`src/rtl/keypad_scanner.sv`:
```
`default_nettype none
// ============================================================================
//  Module      : keypad_scanner
//  Description : Scans a 4x3 active-low key matrix, debounces whole-matrix
//                snapshots and emits single-cycle key events for the
//                microwave controller.
//
//                Matrix layout (row,col), snapshot bit = 3*row + col:
//                    r0 = 1 2 3
//                    r1 = 4 5 6
//                    r2 = 7 8 9
//                    r3 = * 0 #
//
//  Ports       : clk       in   system clock, rising edge
//                clearn    in   asynchronous active-low reset
//                col_n     in   [2:0] column sense, active low
//                row_n     out  [3:0] row drive, active low, one-cold
//                keypad    out  [9:0] one-hot digit event, 1 clk wide
//                startn    out  '#' event, low for 1 clk
//                clr_keyn  out  '*' event, low for 1 clk
//
//  Parameters  : SCAN_DIV  clk cycles each row is driven (>= 2)
//                DEBOUNCE  extra identical frames to accept a state (>= 1)
//
//  Revision    : 1.0  initial release
// ============================================================================
module keypad_scanner #(
    parameter int SCAN_DIV = 10,
    parameter int DEBOUNCE = 4
) (
    input  logic       clk,
    input  logic       clearn,
    input  logic [2:0] col_n,
    output logic [3:0] row_n,
    output logic [9:0] keypad,
    output logic       startn,
    output logic       clr_keyn
);

    localparam int DIV_W = $clog2(SCAN_DIV);
    localparam int CNT_W = $clog2(DEBOUNCE + 1);

    localparam logic [DIV_W-1:0] C_DIV_LAST = DIV_W'(SCAN_DIV - 1);
    localparam logic [CNT_W-1:0] C_CNT_MAX  = CNT_W'(DEBOUNCE);
    localparam logic [CNT_W-1:0] C_CNT_ARM  = CNT_W'(DEBOUNCE - 1);

    typedef enum logic [1:0] {
        S_IDLE    = 2'd0,
        S_PRESSED = 2'd1,
        S_LOCKED  = 2'd2
    } state_t;

    // Scan
    logic [DIV_W-1:0] r_div;
    logic [1:0]       r_row;
    logic [3:0]       r_row_n;
    logic [11:0]      r_snap;
    logic [1:0]       w_row_nxt;
    logic             w_sample;
    logic             w_frame_end;
    logic [11:0]      w_snap_full;

    // Debounce
    logic [11:0]      r_prev_snap;
    logic [CNT_W-1:0] r_cnt;
    logic [11:0]      r_accepted;
    logic             r_acc_valid;
    logic             w_same;

    // Event FSM
    state_t           r_state;
    state_t           w_state_nxt;
    logic             w_acc_zero;
    logic             w_acc_single;
    logic [9:0]       r_keypad;
    logic             r_startn;
    logic             r_clr_keyn;
    logic [9:0]       w_keypad_nxt;
    logic             w_startn_nxt;
    logic             w_clr_keyn_nxt;

    // ------------------------------------------------------------------------
    // Row scanning
    // ------------------------------------------------------------------------
    assign w_sample    = (r_div == C_DIV_LAST);
    assign w_frame_end = w_sample && (r_row == 2'd3);
    assign w_row_nxt   = r_row + 2'd1;

    // Snapshot including the row being sampled this cycle, so the frame-end
    // comparison sees the complete matrix without an extra cycle of delay.
    always_comb begin
        w_snap_full = r_snap;
        case (r_row)
            2'd0:    w_snap_full[2:0]  = ~col_n;
            2'd1:    w_snap_full[5:3]  = ~col_n;
            2'd2:    w_snap_full[8:6]  = ~col_n;
            default: w_snap_full[11:9] = ~col_n;
        endcase
    end

    always_ff @(posedge clk or negedge clearn) begin
        if (!clearn) begin
            r_div   <= '0;
            r_row   <= 2'd0;
            r_row_n <= 4'b1110;
            r_snap  <= '0;
        end else if (w_sample) begin
            r_div   <= '0;
            r_row   <= w_row_nxt;
            r_row_n <= ~(4'b0001 << w_row_nxt);
            r_snap  <= w_snap_full;
        end else begin
            r_div   <= r_div + 1'b1;
        end
    end

    // ------------------------------------------------------------------------
    // Frame debounce: the count saturates at DEBOUNCE, so a held state is
    // accepted exactly once, on the transition into saturation.
    // ------------------------------------------------------------------------
    assign w_same = (w_snap_full == r_prev_snap);

    always_ff @(posedge clk or negedge clearn) begin
        if (!clearn) begin
            r_prev_snap <= '0;
            r_cnt       <= '0;
            r_accepted  <= '0;
            r_acc_valid <= 1'b0;
        end else begin
            r_acc_valid <= 1'b0;
            if (w_frame_end) begin
                r_prev_snap <= w_snap_full;
                if (w_same) begin
                    if (r_cnt != C_CNT_MAX) begin
                        r_cnt <= r_cnt + 1'b1;
                    end
                    if (r_cnt == C_CNT_ARM) begin
                        r_accepted  <= w_snap_full;
                        r_acc_valid <= 1'b1;
                    end
                end else begin
                    r_cnt <= '0;
                end
            end
        end
    end

    // ------------------------------------------------------------------------
    // Event FSM
    // ------------------------------------------------------------------------
    assign w_acc_zero   = (r_accepted == 12'd0);
    assign w_acc_single = !w_acc_zero &&
                          ((r_accepted & (r_accepted - 12'd1)) == 12'd0);

    always_ff @(posedge clk or negedge clearn) begin
        if (!clearn) begin
            r_state    <= S_IDLE;
            r_keypad   <= '0;
            r_startn   <= 1'b1;
            r_clr_keyn <= 1'b1;
        end else begin
            r_state    <= w_state_nxt;
            r_keypad   <= w_keypad_nxt;
            r_startn   <= w_startn_nxt;
            r_clr_keyn <= w_clr_keyn_nxt;
        end
    end

    always_comb begin
        w_state_nxt    = r_state;
        w_keypad_nxt   = '0;
        w_startn_nxt   = 1'b1;
        w_clr_keyn_nxt = 1'b1;
        if (r_acc_valid) begin
            case (r_state)
                S_IDLE: begin
                    if (w_acc_single) begin
                        w_state_nxt = S_PRESSED;
                        // Single set bit: map matrix position to its event.
                        case (r_accepted)
                            12'h001: w_keypad_nxt[1] = 1'b1;
                            12'h002: w_keypad_nxt[2] = 1'b1;
                            12'h004: w_keypad_nxt[3] = 1'b1;
                            12'h008: w_keypad_nxt[4] = 1'b1;
                            12'h010: w_keypad_nxt[5] = 1'b1;
                            12'h020: w_keypad_nxt[6] = 1'b1;
                            12'h040: w_keypad_nxt[7] = 1'b1;
                            12'h080: w_keypad_nxt[8] = 1'b1;
                            12'h100: w_keypad_nxt[9] = 1'b1;
                            12'h200: w_clr_keyn_nxt  = 1'b0;
                            12'h400: w_keypad_nxt[0] = 1'b1;
                            12'h800: w_startn_nxt    = 1'b0;
                            default: ;
                        endcase
                    end else if (!w_acc_zero) begin
                        w_state_nxt = S_LOCKED;
                    end
                end
                S_PRESSED: begin
                    // Any accepted change while held is a chord or a slide;
                    // it never produces a second event.
                    w_state_nxt = w_acc_zero ? S_IDLE : S_LOCKED;
                end
                S_LOCKED: begin
                    if (w_acc_zero) begin
                        w_state_nxt = S_IDLE;
                    end
                end
                default: w_state_nxt = S_IDLE;
            endcase
        end
    end

    assign row_n    = r_row_n;
    assign keypad   = r_keypad;
    assign startn   = r_startn;
    assign clr_keyn = r_clr_keyn;

endmodule
`default_nettype wire

```
`config.mk`:
```
export PLATFORM = sky130hd
export DESIGN_NAME = keypad_scanner
export DESIGN_NICKNAME = d
export VERILOG_FILES = /design/src/rtl/keypad_scanner.sv
export SDC_FILE = /design/constraint.sdc
export NUM_CORES = 1
export LEC_CHECK = 0
export ABC_AREA = 1
export CAP_MARGIN = 20
export CORE_MARGIN = 2
export CORE_UTILIZATION = 64
export DETAILED_ROUTE_END_ITERATION = 7
export GPL_ROUTABILITY_DRIVEN = 0
export PLACE_DENSITY = 0.85
export SLEW_MARGIN = 20
export SYNTH_ARGS = -nofsm -noshare
export SYNTH_HDL_FRONTEND = slang
export SYNTH_SLANG_ARGS = --single-unit
```
`constraint.sdc`:
```
create_clock -name clk -period 3.4 [get_ports clk]
set_input_delay 0.34 -clock clk [delete_from_list [all_inputs] [get_ports clk]]
set_output_delay 0.34 -clock clk [all_outputs]
set_load 0.02 [all_outputs]
```
==> impl_results.md <==
* Status: complete, no violations
* P&R area growth vs syn at 14.20%
* Initial antenna violation count at 0
* CTS clk-pin slew, worst paths at approximately 70 ps
* Pint at ~0.0012 W
* Post-synth top area share at 44.33%
* Initial DRC Count at about 180
* Synth Cell Area at ~3300 sq um
* Yosys cell types at 26
* Register area share after synthesis at around half
* # diodes at 0
* Htree depth at 3
* Commonest non-fill, non-tap cell in the layout: nand2_1
* Dpl hpwl at between 4000 and 5000 um
* # setup viols final at 0
* Lkg Pwr at 1.959 nW
* Ys Warns at 0
* WP data required at between 3000 and 4000 ps
* Seq pwr share at 49.2%
* Fill cell count at around 380
* CP Max Fanout at 22
* Die height at ~76 um
* Syn Nets at 446
* Pin count of the biggest net entering global routing at between 40 and 50
* Post-CTS Resized at 0
* I/O pins at 21
* Gr usage total at 25.43%
* Minimum clock period at between 2000 and 2500 ps
* Fin crit share at roughly two thirds
* Hold_buf cts at 0
* Row Count at 26
* MaxCap Viol Count at 0
* Routed WL at approximately 7000 um
* Setup Buffers After CTS at 0
* DRC viols at 0
* Post-route ant nets at 0
* Peak VDD IR at 0.3066 mV
* Via count at 2778
* Synth area leader: dfrtp_1
* Power density over the cells at roughly 420 nW/um^2
* Combinational share of power at just under 5%
* Hold crit path type: input pin to asynchronous set/reset pin
* Net Switching at about 0.00035 W
* Grt total ovfl at 0
* Setup TNS at 0 ps
* Starting Density at between 60% and 70%
* Switch share at a little over a fifth
* Die width at about 76 um
* Clock Sinks at 64
* Syn avg cell area at 7.746 sq um
* Worst Tran Pin Value at 903.3 ps
* Crit path capture type: flip-flop
* Root Buffer: clkbuf_8
* Slew headroom at 39.78%
* # port buffers at 20
* Critical path class: flip-flop to flip-flop
* Cts bufs inserted at 9
* Mapped Cells at 430
* RSZ-0062 raised after global routing: false
* Vias in the first global route at 2596
* Arrival @ worst endpoint at between 2000 and 2500 ps
* Clk network pwr share at ~46%
* Final core occ at about three quarters
* CP Launch Type: flip-flop
* Synth top area cells: dfrtp_1 44%, nand2_1 15%, inv_1 7.4%
* Max-slew violations at 0
* Clock Latency Late Sink at around 350 ps
* Power Total at about 0.0016 W
* Most frequent cells in the layout: 134 x nand2_1, 66 x inv_1, 59 x dfrtp_1
* Pre-antenna DRT Iters at 4
* Max Fclk at 0.4450 GHz
* First-pass GRT wire length at approximately 12000 um
* CTS tree: built
* Core Area at between 5000 and 6000 sq um
* Final layout net count at approximately 470
* Die Area at between 5000 and 6000 sq um
* Clk buf depth at 2
* Vias per cell at approximately 5.3
* Avg WL per Cell at ~13 um
* Final Skew at approximately 6.3 ps
* Flops & latches, synth at 64
* Final hold vios at 0
* Layout cell share with drive strength beyond 1 at under 10%
==> metal layers <==
| metal | share of wire, % | global-route usage (%) |
|---|---|---|
| met1 | 42 | 30.34 |
| met2 | 52 | 44.82 |
| met3 | 4.2 | 3.791 |
| met4 | 2.3 | 13.09 |
| met5 | 0 | 0 |
==> registers in the layout, summed over array words and instances (netlist names) <==
signal and cells:
r_acc_valid 1, row_n 4, r_cnt 3, r_state 2
keypad 10, r_accepted 12, r_snap 12, r_row 2
clr_keyn 1, r_div 4, r_prev_snap 12, startn 1
==> cell usage after synthesis <==
cell type and n:
nor2_2 1, buf_6 2, a21oi_1 4, nand3_2 1, o21bai_1 1, o21ai_1 8, inv_2 1, nor3_4 1
or2_2 1, dfrtp_1 59, nand3_1 30, clkbuf_1 6, nand2_1 134, nor2_1 30, inv_1 66, o21ai_0 33
nand4_1 9, nor3_1 10, o21ai_2 3, nor2_4 2, a21o_1 1, xor2_1 4, nand2_2 5, ha_1 11
nand2_4 2, dfstp_2 5
==> cells by family (layout without fill, tap and decap cells) <==
group	count (synthesis)	count (layout)	synth area share (%)
AOI/OAI and AO/OA	50	50	8.002
xor gates and xnor gates	4	4	1.052
adders and majority gates	11	11	4.132
buffers and inverters	75	104	8.903
DFF	64	64	48.27
and+or+nand+nor	226	226	29.64
==> area by class of cell <==
class	instances	area, sq um	area share (%)
Clock buffer	12	155.1	4.079
Timing Repair Buffer	22	210.2	5.526
Inverter	67	251.5	6.612
Tap cell	70	87.58	2.303
Clock inverter	3	65.06	1.711
Multi-Input combinational cell	291	1426	37.50
Sequential cell	64	1608	42.27
==> worst max-delay path: stages (launching register included) <==
cell     delay, ps
dfrtp_1        460
inv_1          150
ha_1           270
inv_1          110
nand2_1         80
nand2_1        140
nand2_1         70
nand2_1         70
nand2_1         70
nor2_1          80
nand2_1         80
nor2_4         180
nand2_4        180
nand2_1        120
o21ai_2         50
==> per-stage QoR <==
stage | hold slack, ps | std cells | cell area [sq um] | setup WS, ps
after global placement | 469.1 | 514 | 3583 | 1210
after CTS | 134.3 | 529 | 3804 | 1139
final | 121.5 | 529 | 3804 | 1153
after global routing | 190.5 | 529 | 3804 | 918.8
after detailed placement | 473.7 | 514 | 3583 | 1143
after floorplan | 44.41 | 430 | 3331 | 1480
==> power by group through the flow <==
stage / registers (W) / clock network [W] / logic, W
finish: 0.000788 / 0.000734 / 0.0000781
global route: 0.000789 / 0.000764 / 0.0000905
CTS: 0.000787 / 0.000741 / 0.0000789
detailed placement: 0.000801 / 0 / 0.0000779
global placement: 0.000800 / 0 / 0.0000747
floorplan: 0.000798 / 0 / 0.0000443
==> worst paths after layout <==
path / from / cells past startpoint / slack, ps / end
worst max-delay path: r_row[0] / 14 / 1150 / r_accepted[9]
worst min register to register: r_snap[0] / 2 / 490 / r_snap[0]
worst min-delay path: clearn / 1 / 120 / r_prev_snap[9]
worst max register to register: r_row[0] / 14 / 1150 / r_accepted[9]
min in group clk: r_snap[0] / 2 / 490 / r_snap[0]
max in group asynchronous: clearn / 2 / 2480 / row_n[1]
No activity file was read; power rests on OpenSTA's default activity.
